File: config.mk
export PLATFORM = sky130hd
export DESIGN_NAME = lcd_pixel_feeder_flat
export DESIGN_NICKNAME = d
export VERILOG_FILES = /design/src/rtl/lcd_pixel_feeder_pkg.sv /design/src/rtl/lcd_pixel_feeder_if.sv /design/src/rtl/lcd_pixel_fifo.sv /design/src/rtl/lcd_pixel_feeder.sv /design/src/flat_wrapper.sv
export SDC_FILE = /design/constraint.sdc
export NUM_CORES = 1
export LEC_CHECK = 0
export BUFFER_PORTS_ARGS = -buffer_cell sky130_fd_sc_hd__clkbuf_2
export CAP_MARGIN = 20
export CORE_UTILIZATION = 30
export DETAILED_ROUTE_END_ITERATION = 10
export PLACE_DENSITY = 0.4
export SYNTH_ARGS = -nofsm -noshare
export SYNTH_HDL_FRONTEND = slang
export SYNTH_HIERARCHICAL = 1
export SYNTH_SLANG_ARGS = --single-unit
File: constraint.sdc
create_clock -name PixelClk -period 7.4 [get_ports PixelClk]
set_clock_uncertainty 0.05 [all_clocks]
set_input_delay 0.37 -clock PixelClk [delete_from_list [all_inputs] [get_ports PixelClk]]
set_output_delay 0.37 -clock PixelClk [all_outputs]
set_load 0.05 [all_outputs]
File: src/rtl/lcd_pixel_feeder_pkg.sv
// Shared types and constants for the LCD pixel feeder: RGB565 field layout, FSM states, fill colour.
// Fill colour selected by LCD_FEEDER_FILL_MAGENTA_EN (magenta when defined, black otherwise).
package lcd_pixel_feeder_pkg;

    localparam int PIX_W = 16;
    localparam int R_W   = 5;
    localparam int G_W   = 6;
    localparam int B_W   = 5;
    localparam int R_MSB = 15;
    localparam int R_LSB = 11;
    localparam int G_MSB = 10;
    localparam int G_LSB = 5;
    localparam int B_MSB = 4;
    localparam int B_LSB = 0;

    typedef enum logic [1:0] {
        WAIT_SOF     = 2'd0,
        WAIT_FRAME   = 2'd1,
        RUN          = 2'd2,
        RESYNC_FLUSH = 2'd3
    } feeder_state_t;

    typedef struct packed {
        logic [R_W-1:0] r;
        logic [G_W-1:0] g;
        logic [B_W-1:0] b;
    } rgb565_t;

`ifdef LCD_FEEDER_FILL_MAGENTA_EN
    localparam logic [R_W-1:0] FILL_R = 5'h1F;
    localparam logic [G_W-1:0] FILL_G = 6'h00;
    localparam logic [B_W-1:0] FILL_B = 5'h1F;
`else
    localparam logic [R_W-1:0] FILL_R = 5'h00;
    localparam logic [G_W-1:0] FILL_G = 6'h00;
    localparam logic [B_W-1:0] FILL_B = 5'h00;
`endif

    localparam logic [PIX_W-1:0] FILL_RGB = {FILL_R, FILL_G, FILL_B};

    function automatic rgb565_t unpack_rgb565(input logic [PIX_W-1:0] pix);
        rgb565_t c;
        c.r = pix[R_MSB:R_LSB];
        c.g = pix[G_MSB:G_LSB];
        c.b = pix[B_MSB:B_LSB];
        return c;
    endfunction

endpackage

File: src/rtl/lcd_pixel_feeder_if.sv
// Bundle of the feeder's upstream pixel stream, timing inputs, panel outputs and status flags.
interface lcd_pixel_feeder_if;
    import lcd_pixel_feeder_pkg::*;

    logic [PIX_W-1:0] S_DATA;
    logic             S_VALID;
    logic             S_SOF;
    logic             S_READY;
    logic             DE_IN;
    logic             HSYNC_IN;
    logic             VSYNC_IN;
    logic             LCD_DE;
    logic             LCD_HSYNC;
    logic             LCD_VSYNC;
    logic [R_W-1:0]   LCD_R;
    logic [G_W-1:0]   LCD_G;
    logic [B_W-1:0]   LCD_B;
    logic             UNDERFLOW;
    logic             FRAME_ERR;
    logic             CLR_ERR;

    modport master (
        output S_DATA, S_VALID, S_SOF, DE_IN, HSYNC_IN, VSYNC_IN, CLR_ERR,
        input  S_READY, LCD_DE, LCD_HSYNC, LCD_VSYNC, LCD_R, LCD_G, LCD_B,
               UNDERFLOW, FRAME_ERR
    );

    modport slave (
        input  S_DATA, S_VALID, S_SOF, DE_IN, HSYNC_IN, VSYNC_IN, CLR_ERR,
        output S_READY, LCD_DE, LCD_HSYNC, LCD_VSYNC, LCD_R, LCD_G, LCD_B,
               UNDERFLOW, FRAME_ERR
    );
endinterface

File: src/rtl/lcd_pixel_fifo.sv
// Synchronous show-ahead FIFO (DEPTH x WIDTH) with push, pop and a single-cycle flush.
// DEPTH must be a power of two so the pointers wrap naturally.
module lcd_pixel_fifo #(
    parameter int DEPTH = 64,
    parameter int WIDTH = 16
) (
    input  logic                     clk,
    input  logic                     rst,
    input  logic                     push,
    input  logic                     pop,
    input  logic                     flush,
    input  logic [WIDTH-1:0]         wdata,
    output logic [WIDTH-1:0]         rdata,
    output logic                     full,
    output logic                     empty,
    output logic [$clog2(DEPTH):0]   level
);
    localparam int AW = $clog2(DEPTH);
    localparam logic [AW:0] DEPTH_LVL = (AW+1)'(DEPTH);

    logic [WIDTH-1:0] mem_r [DEPTH];
    logic [AW-1:0]    wr_ptr_r;
    logic [AW-1:0]    rd_ptr_r;
    logic [AW:0]      level_r;

    // Storage array; no reset so it maps onto plain RAM.
    always_ff @(posedge clk) begin
        if (push) begin
            mem_r[wr_ptr_r] <= wdata;
        end
    end

    // Pointers and fill level; flush returns the FIFO to empty in one cycle.
    always_ff @(posedge clk or posedge rst) begin
        if (rst) begin
            wr_ptr_r <= {AW{1'b0}};
            rd_ptr_r <= {AW{1'b0}};
            level_r  <= {(AW+1){1'b0}};
        end else if (flush) begin
            wr_ptr_r <= {AW{1'b0}};
            rd_ptr_r <= {AW{1'b0}};
            level_r  <= {(AW+1){1'b0}};
        end else begin
            if (push) begin
                wr_ptr_r <= wr_ptr_r + {{(AW-1){1'b0}}, 1'b1};
            end
            if (pop) begin
                rd_ptr_r <= rd_ptr_r + {{(AW-1){1'b0}}, 1'b1};
            end
            case ({push, pop})
                2'b10:   level_r <= level_r + {{AW{1'b0}}, 1'b1};
                2'b01:   level_r <= level_r - {{AW{1'b0}}, 1'b1};
                default: level_r <= level_r;
            endcase
        end
    end

    assign rdata = mem_r[rd_ptr_r];
    assign full  = (level_r == DEPTH_LVL);
    assign empty = (level_r == {(AW+1){1'b0}});
    assign level = level_r;

endmodule

File: src/rtl/lcd_pixel_feeder.sv
// Buffers an upstream RGB565 stream and feeds it to an LCD panel in step with the timing generator.
// Fill colour for missing pixels depends on LCD_FEEDER_FILL_MAGENTA_EN.
module lcd_pixel_feeder
    import lcd_pixel_feeder_pkg::*;
#(
    parameter int FIFO_DEPTH   = 64,
    parameter int FRAME_PIXELS = 130560
) (
    input  logic               PixelClk,
    input  logic               RST,
    lcd_pixel_feeder_if.slave  bus
);
    localparam int LVL_W = $clog2(FIFO_DEPTH) + 1;
    localparam int CNT_W = $clog2(FRAME_PIXELS + 1);
    localparam logic [CNT_W-1:0] FRAME_CNT  = CNT_W'(FRAME_PIXELS);
    localparam logic [CNT_W-1:0] FRAME_LAST = CNT_W'(FRAME_PIXELS - 1);
    localparam logic [CNT_W-1:0] CNT_MAX    = {CNT_W{1'b1}};
    localparam logic [CNT_W-1:0] CNT_ZERO   = {CNT_W{1'b0}};
    localparam logic [CNT_W-1:0] CNT_ONE    = CNT_W'(1'b1);

    feeder_state_t    state_r;
    feeder_state_t    state_next_s;

    logic             push_s;
    logic             fifo_wr_s;
    logic             fifo_rd_s;
    logic             fifo_flush_s;
    logic [PIX_W-1:0] fifo_rdata_s;
    logic             fifo_full_s;
    logic             fifo_empty_s;
    logic [LVL_W-1:0] fifo_level_s;

    logic [CNT_W-1:0] in_cnt_r;
    logic [CNT_W-1:0] pop_cnt_r;
    logic             frame_edge_s;
    logic             uf_set_s;
    logic             fe_sof_set_s;
    logic             fe_cnt_set_s;

    logic             de_r;
    logic             hsync_r;
    logic             vsync_r;
    logic [PIX_W-1:0] rgb_r;
    logic [PIX_W-1:0] rgb_next_s;
    rgb565_t          rgb_s;
    logic             underflow_r;
    logic             frame_err_r;

    lcd_pixel_fifo #(
        .DEPTH (FIFO_DEPTH),
        .WIDTH (PIX_W)
    ) u_fifo (
        .clk   (PixelClk),
        .rst   (RST),
        .push  (fifo_wr_s),
        .pop   (fifo_rd_s),
        .flush (fifo_flush_s),
        .wdata (bus.S_DATA),
        .rdata (fifo_rdata_s),
        .full  (fifo_full_s),
        .empty (fifo_empty_s),
        .level (fifo_level_s)
    );

    // Ready is forced low while reset is held so nothing is handshaken during reset.
    assign bus.S_READY  = ~RST & ~fifo_full_s & (state_r != RESYNC_FLUSH);
    assign push_s       = bus.S_VALID & bus.S_READY;
    // vsync_r holds last cycle's VSYNC_IN sample, so low-then-high is a rising compare.
    assign frame_edge_s = bus.VSYNC_IN & ~vsync_r;

    // FSM state register.
    always_ff @(posedge PixelClk or posedge RST) begin
        if (RST) begin
            state_r <= WAIT_SOF;
        end else begin
            state_r <= state_next_s;
        end
    end

    // Next state, FIFO controls and error-set events.
    always_comb begin
        state_next_s = state_r;
        fifo_wr_s    = 1'b0;
        fifo_rd_s    = 1'b0;
        fifo_flush_s = 1'b0;
        uf_set_s     = 1'b0;
        fe_sof_set_s = 1'b0;
        fe_cnt_set_s = 1'b0;
        case (state_r)
            WAIT_SOF: begin
                if (push_s && bus.S_SOF) begin
                    fifo_wr_s    = 1'b1;
                    state_next_s = WAIT_FRAME;
                end else begin
                    state_next_s = WAIT_SOF;
                end
            end
            WAIT_FRAME: begin
                fifo_wr_s = push_s;
                if (frame_edge_s) begin
                    state_next_s = RUN;
                end else begin
                    state_next_s = WAIT_FRAME;
                end
            end
            RUN: begin
                fifo_rd_s    = bus.DE_IN & ~fifo_empty_s;
                // No bypass: a pixel arriving on an empty FIFO cannot cover this DE cycle.
                uf_set_s     = bus.DE_IN & (fifo_level_s == {LVL_W{1'b0}});
                fe_cnt_set_s = frame_edge_s & (pop_cnt_r != FRAME_CNT);
                if (push_s && bus.S_SOF && (in_cnt_r != CNT_ZERO)) begin
                    fe_sof_set_s = 1'b1;
                end else begin
                    fifo_wr_s = push_s;
                end
                if (uf_set_s || fe_sof_set_s) begin
                    state_next_s = RESYNC_FLUSH;
                end else begin
                    state_next_s = RUN;
                end
            end
            RESYNC_FLUSH: begin
                fifo_flush_s = 1'b1;
                state_next_s = WAIT_SOF;
            end
            default: begin
                fifo_flush_s = 1'b1;
                state_next_s = WAIT_SOF;
            end
        endcase
    end

    // Upstream pixel index within the frame, used to validate SOF placement.
    always_ff @(posedge PixelClk or posedge RST) begin
        if (RST) begin
            in_cnt_r <= CNT_ZERO;
        end else if (fifo_flush_s) begin
            in_cnt_r <= CNT_ZERO;
        end else if (fifo_wr_s) begin
            in_cnt_r <= (in_cnt_r == FRAME_LAST) ? CNT_ZERO : in_cnt_r + CNT_ONE;
        end
    end

    // Pixels popped since the last frame boundary; only meaningful in RUN.
    always_ff @(posedge PixelClk or posedge RST) begin
        if (RST) begin
            pop_cnt_r <= CNT_ZERO;
        end else if (state_r != RUN) begin
            pop_cnt_r <= CNT_ZERO;
        end else if (frame_edge_s) begin
            pop_cnt_r <= fifo_rd_s ? CNT_ONE : CNT_ZERO;
        end else if (fifo_rd_s && (pop_cnt_r != CNT_MAX)) begin
            pop_cnt_r <= pop_cnt_r + CNT_ONE;
        end
    end

    // Sticky error flags; a set event wins over a coincident clear.
    always_ff @(posedge PixelClk or posedge RST) begin
        if (RST) begin
            underflow_r <= 1'b0;
            frame_err_r <= 1'b0;
        end else begin
            if (uf_set_s) begin
                underflow_r <= 1'b1;
            end else if (bus.CLR_ERR) begin
                underflow_r <= 1'b0;
            end
            if (fe_sof_set_s || fe_cnt_set_s) begin
                frame_err_r <= 1'b1;
            end else if (bus.CLR_ERR) begin
                frame_err_r <= 1'b0;
            end
        end
    end

    // Pixel selection for the output register: head on pop, fill on a RUN gap, black otherwise.
    always_comb begin
        rgb_next_s = {PIX_W{1'b0}};
        if (bus.DE_IN && (state_r == RUN)) begin
            rgb_next_s = fifo_rd_s ? fifo_rdata_s : FILL_RGB;
        end else begin
            rgb_next_s = {PIX_W{1'b0}};
        end
    end

    // One-stage output pipeline keeping timing and data aligned.
    always_ff @(posedge PixelClk or posedge RST) begin
        if (RST) begin
            de_r    <= 1'b0;
            hsync_r <= 1'b1;
            vsync_r <= 1'b1;
            rgb_r   <= {PIX_W{1'b0}};
        end else begin
            de_r    <= bus.DE_IN;
            hsync_r <= bus.HSYNC_IN;
            vsync_r <= bus.VSYNC_IN;
            rgb_r   <= rgb_next_s;
        end
    end

    assign rgb_s         = unpack_rgb565(rgb_r);
    assign bus.LCD_DE    = de_r;
    assign bus.LCD_HSYNC = hsync_r;
    assign bus.LCD_VSYNC = vsync_r;
    assign bus.LCD_R     = rgb_s.r;
    assign bus.LCD_G     = rgb_s.g;
    assign bus.LCD_B     = rgb_s.b;
    assign bus.UNDERFLOW = underflow_r;
    assign bus.FRAME_ERR = frame_err_r;

endmodule

File: src/flat_wrapper.sv
// flat-port wrapper written by rule: the top's interface ports become plain ports
module lcd_pixel_feeder_flat import lcd_pixel_feeder_pkg::*;
#(
    parameter int FIFO_DEPTH   = 64,
    parameter int FRAME_PIXELS = 130560
)
  (PixelClk, RST, bus_S_DATA, bus_S_VALID, bus_S_SOF, bus_DE_IN, bus_HSYNC_IN, bus_VSYNC_IN, bus_CLR_ERR, bus_S_READY, bus_LCD_DE, bus_LCD_HSYNC, bus_LCD_VSYNC, bus_LCD_R, bus_LCD_G, bus_LCD_B, bus_UNDERFLOW, bus_FRAME_ERR);
  lcd_pixel_feeder_if bus_i ();
  input  logic PixelClk;
  input  logic RST;
  input wire logic [$bits(bus_i.S_DATA)-1:0] bus_S_DATA;
  input wire logic [$bits(bus_i.S_VALID)-1:0] bus_S_VALID;
  input wire logic [$bits(bus_i.S_SOF)-1:0] bus_S_SOF;
  input wire logic [$bits(bus_i.DE_IN)-1:0] bus_DE_IN;
  input wire logic [$bits(bus_i.HSYNC_IN)-1:0] bus_HSYNC_IN;
  input wire logic [$bits(bus_i.VSYNC_IN)-1:0] bus_VSYNC_IN;
  input wire logic [$bits(bus_i.CLR_ERR)-1:0] bus_CLR_ERR;
  output wire logic [$bits(bus_i.S_READY)-1:0] bus_S_READY;
  output wire logic [$bits(bus_i.LCD_DE)-1:0] bus_LCD_DE;
  output wire logic [$bits(bus_i.LCD_HSYNC)-1:0] bus_LCD_HSYNC;
  output wire logic [$bits(bus_i.LCD_VSYNC)-1:0] bus_LCD_VSYNC;
  output wire logic [$bits(bus_i.LCD_R)-1:0] bus_LCD_R;
  output wire logic [$bits(bus_i.LCD_G)-1:0] bus_LCD_G;
  output wire logic [$bits(bus_i.LCD_B)-1:0] bus_LCD_B;
  output wire logic [$bits(bus_i.UNDERFLOW)-1:0] bus_UNDERFLOW;
  output wire logic [$bits(bus_i.FRAME_ERR)-1:0] bus_FRAME_ERR;
  assign bus_i.S_DATA = bus_S_DATA;
  assign bus_i.S_VALID = bus_S_VALID;
  assign bus_i.S_SOF = bus_S_SOF;
  assign bus_i.DE_IN = bus_DE_IN;
  assign bus_i.HSYNC_IN = bus_HSYNC_IN;
  assign bus_i.VSYNC_IN = bus_VSYNC_IN;
  assign bus_i.CLR_ERR = bus_CLR_ERR;
  assign bus_S_READY = bus_i.S_READY;
  assign bus_LCD_DE = bus_i.LCD_DE;
  assign bus_LCD_HSYNC = bus_i.LCD_HSYNC;
  assign bus_LCD_VSYNC = bus_i.LCD_VSYNC;
  assign bus_LCD_R = bus_i.LCD_R;
  assign bus_LCD_G = bus_i.LCD_G;
  assign bus_LCD_B = bus_i.LCD_B;
  assign bus_UNDERFLOW = bus_i.UNDERFLOW;
  assign bus_FRAME_ERR = bus_i.FRAME_ERR;
  lcd_pixel_feeder #(.FIFO_DEPTH(FIFO_DEPTH), .FRAME_PIXELS(FRAME_PIXELS)) u_core (.PixelClk(PixelClk), .RST(RST), .bus(bus_i));
endmodule
==> results of run 1 <==
==> how the worst min path moves through the flow <==
stage | to | slack (ns) | cells past startpoint
detailed placement | asynchronous set/reset pin | 0.31 | 2
global route | u_core/state_r[0]$_DFF_PP0_ | 0.11 | 3
CTS | u_core/in_cnt_r[2]$_DFFE_PP0P_ | 0.06 | 3
floorplan | u_core/u_fifo/level[0]$_DFFE_PP0P_ | 0.27 | 1
global placement | u_core/state_r[0]$_DFF_PP0_ | 0.30 | 2
finish | u_core/state_r[0]$_DFF_PP0_ | 0.12 | 3
==> cells by family after synthesis <==
| logic type | Yosys count | synth area share |
|---|---|---|
| buf+inv | 133 | 0.0149 |
| mux | 326 | 0.154 |
| flops | 1100 | 0.756 |
| fa+ha+maj | 9 | 0.00261 |
| simple gates | 342 | 0.0395 |
| xor+xnor | 30 | 0.00608 |
| compound gates | 170 | 0.0263 |
==> placed cells by master, fill, tap and decap left out, types with 15 or more instances in the layout <==
cell,count
o21ai_0,16
a21oi_1,50
clkinv_2,17
mux2i_1,51
nor2_2,47
nand2_1,64
nor2_1,67
nand3_1,37
and2_1,21
nand3b_1,16
o221ai_1,15
clkbuf_1,44
edfxtp_1,1024
a22oi_1,28
buf_4,45
clkbuf_2,45
xor2_1,19
clkbuf_16,119
mux4_2,272
dfrtp_1,69
clkinv_1,23
==> power groups by stage <==
stage	combinational, mW	clock (mW)	sequential (mW)
floorplan	2.28	0	7.17
global placement	3.42	0	7.26
detailed placement	3.43	0	7.27
CTS	3.45	5.93	7.14
global route	3.57	6.15	7.16
finish	3.34	5.76	7.14
==> state kept, by name, summed over array words and instances, names as in the netlist, named ones only <==
name / count
u_core/u_fifo/mem_r: 1024
u_core/in_cnt_r: 17
u_core/pop_cnt_r: 17
u_core/rgb_r: 16
u_core/u_fifo/level: 7
u_core/u_fifo/rd_ptr_r: 6
u_core/u_fifo/wr_ptr_r: 6
u_core/bus.FRAME_ERR: 1
u_core/bus.LCD_DE: 1
u_core/bus.LCD_HSYNC: 1
u_core/bus.LCD_VSYNC: 1
u_core/bus.UNDERFLOW: 1
u_core/state_r: 1
==> what timing repair did <==
| item | in CTS | in global routing |
|---|---|---|
| endpoints found under the hold margin | 39 | 0 |
| gates resized for setup | 0 | 0 |
| hold buffers | 5 | 0 |
| setup endpoints to repair | 0 | 0 |
==> stage by stage <==
stage / std cells / instance area [sq um] / hold slack, ns / util
after floorplan: 2110 / 43200 / 0.271 / -
after global placement: 3977 / 45800 / 0.303 / 0.322
after detailed placement: 3980 / 45800 / 0.308 / 0.323
after CTS: 4211 / 49700 / 0.0567 / 0.350
after global routing: 4213 / 49700 / 0.110 / 0.350
final: 4213 / 49700 / 0.124 / 0.350
==> per-layer routing <==
metal,vias up,routed length (microns),GRT usage
met3,144,4870,0.0289
met4,0,2280,0.0364
met2,430,55700,0.258
li1,8922,-,-
met5,-,0,0
met1,11300,54600,0.229
==> worst max-delay path, cell delays in order (launching register included) <==
cell and delay (ns):
dfrtp_1 0.47, or3_1 0.21, or4_1 0.16, nor2_1 0.06
or3b_1 0.43, or3_4 0.44, a21oi_4 0.11, buf_4 0.30
nor2b_1 0.31, nand3_1 0.67, nor2_2 1.02
==> final cells by class <==
type,instances,area [sq um]
Inverter,15,57.6
Fill cell,13200,92400
Timing Repair Buffer,105,801
Sequential cell,1100,32700
Clock inverter,59,582
Tap cell,1890,2360
Clock buffer,167,3200
Multi-Input combinational cell,877,10000
==> impl_metrics.toml, run 1 <==
[global_route]
grt_first_pass_wirelength_microns = 167000
grt_antenna_before_repair = 3
grt_pass1_vias = 21600
overflow = 0
grt_max_degree = 123
grt_use_total = 0.162

[yosys]
synth_cells = 2110
synthArstFlopShare = 0.0691
syn_nets = 2143
synthTopCellsByCount = "1024 x edfxtp_1, 272 x mux4_2, 114 x nor2_1, 74 x dfrtp_1, 64 x nand2_1"
synth_cell_type_count = 67
synth_top_area_frac = 0.712
yosysTopAreaCell = "edfxtp_1"
synth_warnings = 6
synth_edf_count = 1024
syn_avg_cell_area_sq_um = 20.5
synth_seq_area_share = 0.756
synth-main-ff-cell = "edfxtp_1"
synth.most_common_cell = "edfxtp_1"
synth_area_leaders = "edfxtp_1 71%, mux4_2 14%, dfrtp_1 4.3%, mux2i_1 1.2%, nor2_1 0.99%"
ys_seq_elements = 1100
syn_area_sq_mm = 0.0432

[power]
p_per_area_mw_per_mm2 = 327
swShare = 0.287
netSwitchingPower_mw = 4.66
p_clk_frac = 0.355
seq_power_share = 0.440
finalPower_mw = 16.3
leakagePower_nw = 15.3
p_comb_frac = 0.206
peakVddDrop_v = 0.000271
internal-power_mw = 11.6

[clock_network]
cts_htree_levels = 3
cts.clk_slew.worst_paths_ns = 0.06
clk_latency_ns = 0.75
clockRootBuffer = "clkbuf_16"
cts_buffers = 119
post-cts-setup-buffers = 0
cts_tree = "built"
clk_path_buf_depth = 3
cts.sinks = 1100

[run_status]
outcome = "finished, final reports clean"

[routing]
wirelength_microns = 117000
first_pass_iters = 5
wire_per_inst_microns = 27.9
postRouteAntennaNets = 0
routed_via_density = 4.95
vias = 20800
drtIter0Drc = 1499
drc = 0

[cells_and_area]
diodes = 0
drive_above_1_share = 0.260
area_growth_pct = 15.1
nNetsFinal = 2251

[critical_path]
crit_type = "register to register"
rr_worst_depth = 10
worstSetupStartpoint = "u_core/u_fifo/level[2]$_DFFE_PP0P_"
crit_end = "u_core/u_fifo/mem_r[59][14]$_DFFE_PP_"
critPathLaunchType = "register"
r2r_start = "u_core/u_fifo/level[2]$_DFFE_PP0P_"
end_kind = "register"
reg2reg_to = "u_core/u_fifo/mem_r[59][14]$_DFFE_PP_"
cp.required_ns = 7.72
path_max_fanout = 20
arrival_ns = 4.93
r2r_slack_ns = 2.79

[floorplan]
row_count = 138
core_sq_mm = 0.142
boundaryPins = 46
die_x_microns = 381
initial_core_util = 0.304
die-area_sq_mm = 0.145
fp.dieH_microns = 381

[timing]
setup_ws_ns = 2.79
fmax_mhz = 217
rsz0062_at_grt = "false"
slew_headroom = 0.273
final-setup-viol-count = 0
hold_viol_final = 0
finalCriticalPeriod_ns = 4.61
slew_violations = 0
tns_ns = 0
min_period_over_period = 0.623
worst_slew_pin_slew_ns = 1.09

[placed_design]
io_buffer_count = 45
place_congestion = 0.776
place_hpwl_microns = 68100
dpl_worst_slack_ns = 2.71

[run]
maxCapViolations = 0

[worst_hold_path]
hold_path_class = "primary input to asynchronous set/reset pin"
Note: power is estimated with default switching activity, not from simulation.
==> inputs of run 2 (changes only) <==
PLACE_DENSITY = 0.41   (was 0.4)
clock period = 4.1 ns   (was 7.4 ns; I/O delays follow)
==> run 2 against run 1 <==
Effect of this change: combinational power grew 86%; global-route usage grew 0.34 points; hold slack lost 0.094 ns; sequential share of layout area shrank 1.1 points; critical path type unchanged; highest routed layer unchanged.
==> impl_metrics.toml, run 2 (synthesized netlist as in run 1, its figures left out) <==
[placed_design]
place_hpwl_microns = 75000
place_congestion = 0.800
io_buffer_count = 45

[routing]
wirelength_microns = 119000
wire_per_inst_microns = 27.7
vias = 21400
drc = 0
drtIter0Drc = 1754
routed_via_density = 4.97
first_pass_iters = 5
postRouteAntennaNets = 0

[timing]
slew_headroom = 0.255
min_period_over_period = 0.914
whs_ns = 0.0298
hold_viol_final = 0
tns_ns = 0
final-setup-viol-count = 0
slew_violations = 0
worst_slew_pin_slew_ns = 1.12
rsz0062_at_grt = "false"
finalCriticalPeriod_ns = 3.75
fmax_mhz = 267

[critical_path]
cp.required_ns = 4.45
worstPathCellList = "or3_1, or4_1, nor2_1, or3b_1, or3_4, a21oi_4, buf_4, nand3_1, nor2_2, buf_4"
path_common_cell = "buf_4"
path_max_fanout = 16
slowest_delay_ns = 0.48
crit_slowest_cell = "nand3_1"
crit_type = "register to register"
arrival_ns = 4.10
end_kind = "register"
critPathLaunchType = "register"

[floorplan]
fp.dieH_microns = 381
die_x_microns = 381
core_sq_mm = 0.142
boundaryPins = 46
row_count = 138
die-area_sq_mm = 0.145
initial_core_util = 0.304

[clock_network]
cts_buffers = 118
cts_tree = "built"
clockRootBuffer = "clkbuf_16"
cts.sinks = 1100
clk_latency_ns = 0.74
post-cts-setup-buffers = 0
cts_htree_levels = 3
cts.repair.resized = 0
clk_path_buf_depth = 3
cts.clk_slew.worst_paths_ns = 0.06

[power]
peakVddDrop_v = 0.000369
p_per_area_mw_per_mm2 = 592
leakagePower_nw = 15.8
finalPower_mw = 29.9

[cells_and_area]
reg_top3 = "u_core/u_fifo/mem_r: 1024 flops, u_core/in_cnt_r: 17 flops, u_core/pop_cnt_r: 17 flops"
layout_commonest_cell = "edfxtp_1"
mostFrequentLayoutCells = "1024 x edfxtp_1, 272 x mux4_2, 128 x buf_4, 119 x clkbuf_16, 70 x dfrtp_1"
multi_input_area_sq_mm = 0.0100
drive_above_1_share = 0.293
ff_latch_area_sq_mm = 0.0327
nNetsFinal = 2340
largest_reg_flops = 1024
fillers = 13100
regMostFlops = "u_core/u_fifo/mem_r"
area_growth_pct = 17.1

[run_status]
outcome = "finished, final reports clean"

[worst_hold_path]
hold_path_class = "primary input to register"

[run]
maxCapViolations = 0

[global_route]
grt_first_pass_wirelength_microns = 171000
grt_use_total = 0.165
overflow = 0
grt_max_degree = 58
grt_antenna_before_repair = 3
grt_pass1_vias = 22400
==> run 2: cell count changes in the layout (fill, tap and decap cells not counted), moves of 2 or more <==
cell / previous run / this run
buf_4: 45 / 128
clkinv_2: 17 / 27
clkbuf_1: 44 / 22
bufinv_16: 7 / 14
buf_8: 4 / 0
clkinv_16: 4 / 2
dlygate4sd3_1: 5 / 9
clkinv_1: 23 / 25
clkinvlp_4: 4 / 8
buf_12: 5 / 13
==> run 2: critical path: cells and delay by family, from the launching register on <==
family	cells	cell delay, ns
simple gates	7	1.97
buf+inv	2	0.62
flops	1	0.47
compound gates	1	0.31
==> run 2: path summary, 6_finish.rpt <==
kind | from | end | slack [ns] | cells after the start
setup / recovery | u_core/u_fifo/level[2]$_DFFE_PP0P_ | u_core/u_fifo/mem_r[13][13]$_DFFE_PP_ | 0.35 | 10
hold / removal | bus_S_DATA[15] | u_core/u_fifo/mem_r[11][15]$_DFFE_PP_ | 0.03 | 1
setup reg to reg | u_core/u_fifo/level[2]$_DFFE_PP0P_ | u_core/u_fifo/mem_r[13][13]$_DFFE_PP_ | 0.35 | 10
hold reg to reg | u_core/pop_cnt_r[13]$_DFFE_PP0P_ | u_core/pop_cnt_r[13]$_DFFE_PP0P_ | 0.49 | 2
max in group asynchronous | RST | u_core/rgb_r[7]$_DFF_PP0_ | 2.96 | 4
min in group asynchronous | RST | u_core/bus.UNDERFLOW$_DFFE_PP0P_ | 0.11 | 3
==> run 2: per-layer routing <==
| layer | vias to the layer above | track usage | routed length [microns] |
|---|---|---|---|
| met1 | 11700 | 0.235 | 54700 |
| met4 | 0 | 0.0351 | 2060 |
| met2 | 494 | 0.265 | 57600 |
| met3 | 134 | 0.0277 | 4960 |
| met5 | - | 0 | 0 |
| li1 | 9106 | - | - |
==> run 2: layout make-up <==
type,count,area share
diodes,1,0.0000495
clock buffers,144,0.0613
clock inverters,79,0.0160
inverters,15,0.00114
multi-input cells,877,0.199
flip-flops and latches,1100,0.646
well taps,1890,0.0467
repair buffers,195,0.0304
==> run 2: power breakdown <==
part	internal (mW)	switching, mW
Combinational	2.69	3.52
Clock	6.26	4.51
Sequential	12.5	0.456
==> run 2: per-stage QoR <==
step	worst slack (ns)	area, sq um	utilization	std cells
finish	0.352	50600	0.356	4301
global route	0.149	50600	0.356	4300
CTS	0.372	50600	0.356	4299
detailed placement	0.378	46600	0.328	4067
global placement	0.428	46600	0.328	4066
floorplan	0.0694	43200	-	2110
==> run 2: timing repair <==
item | in CTS | in global routing
endpoints found under the hold margin | 77 | 0
hold buffers | 9 | 0
endpoints found under the setup margin | 0 | 0
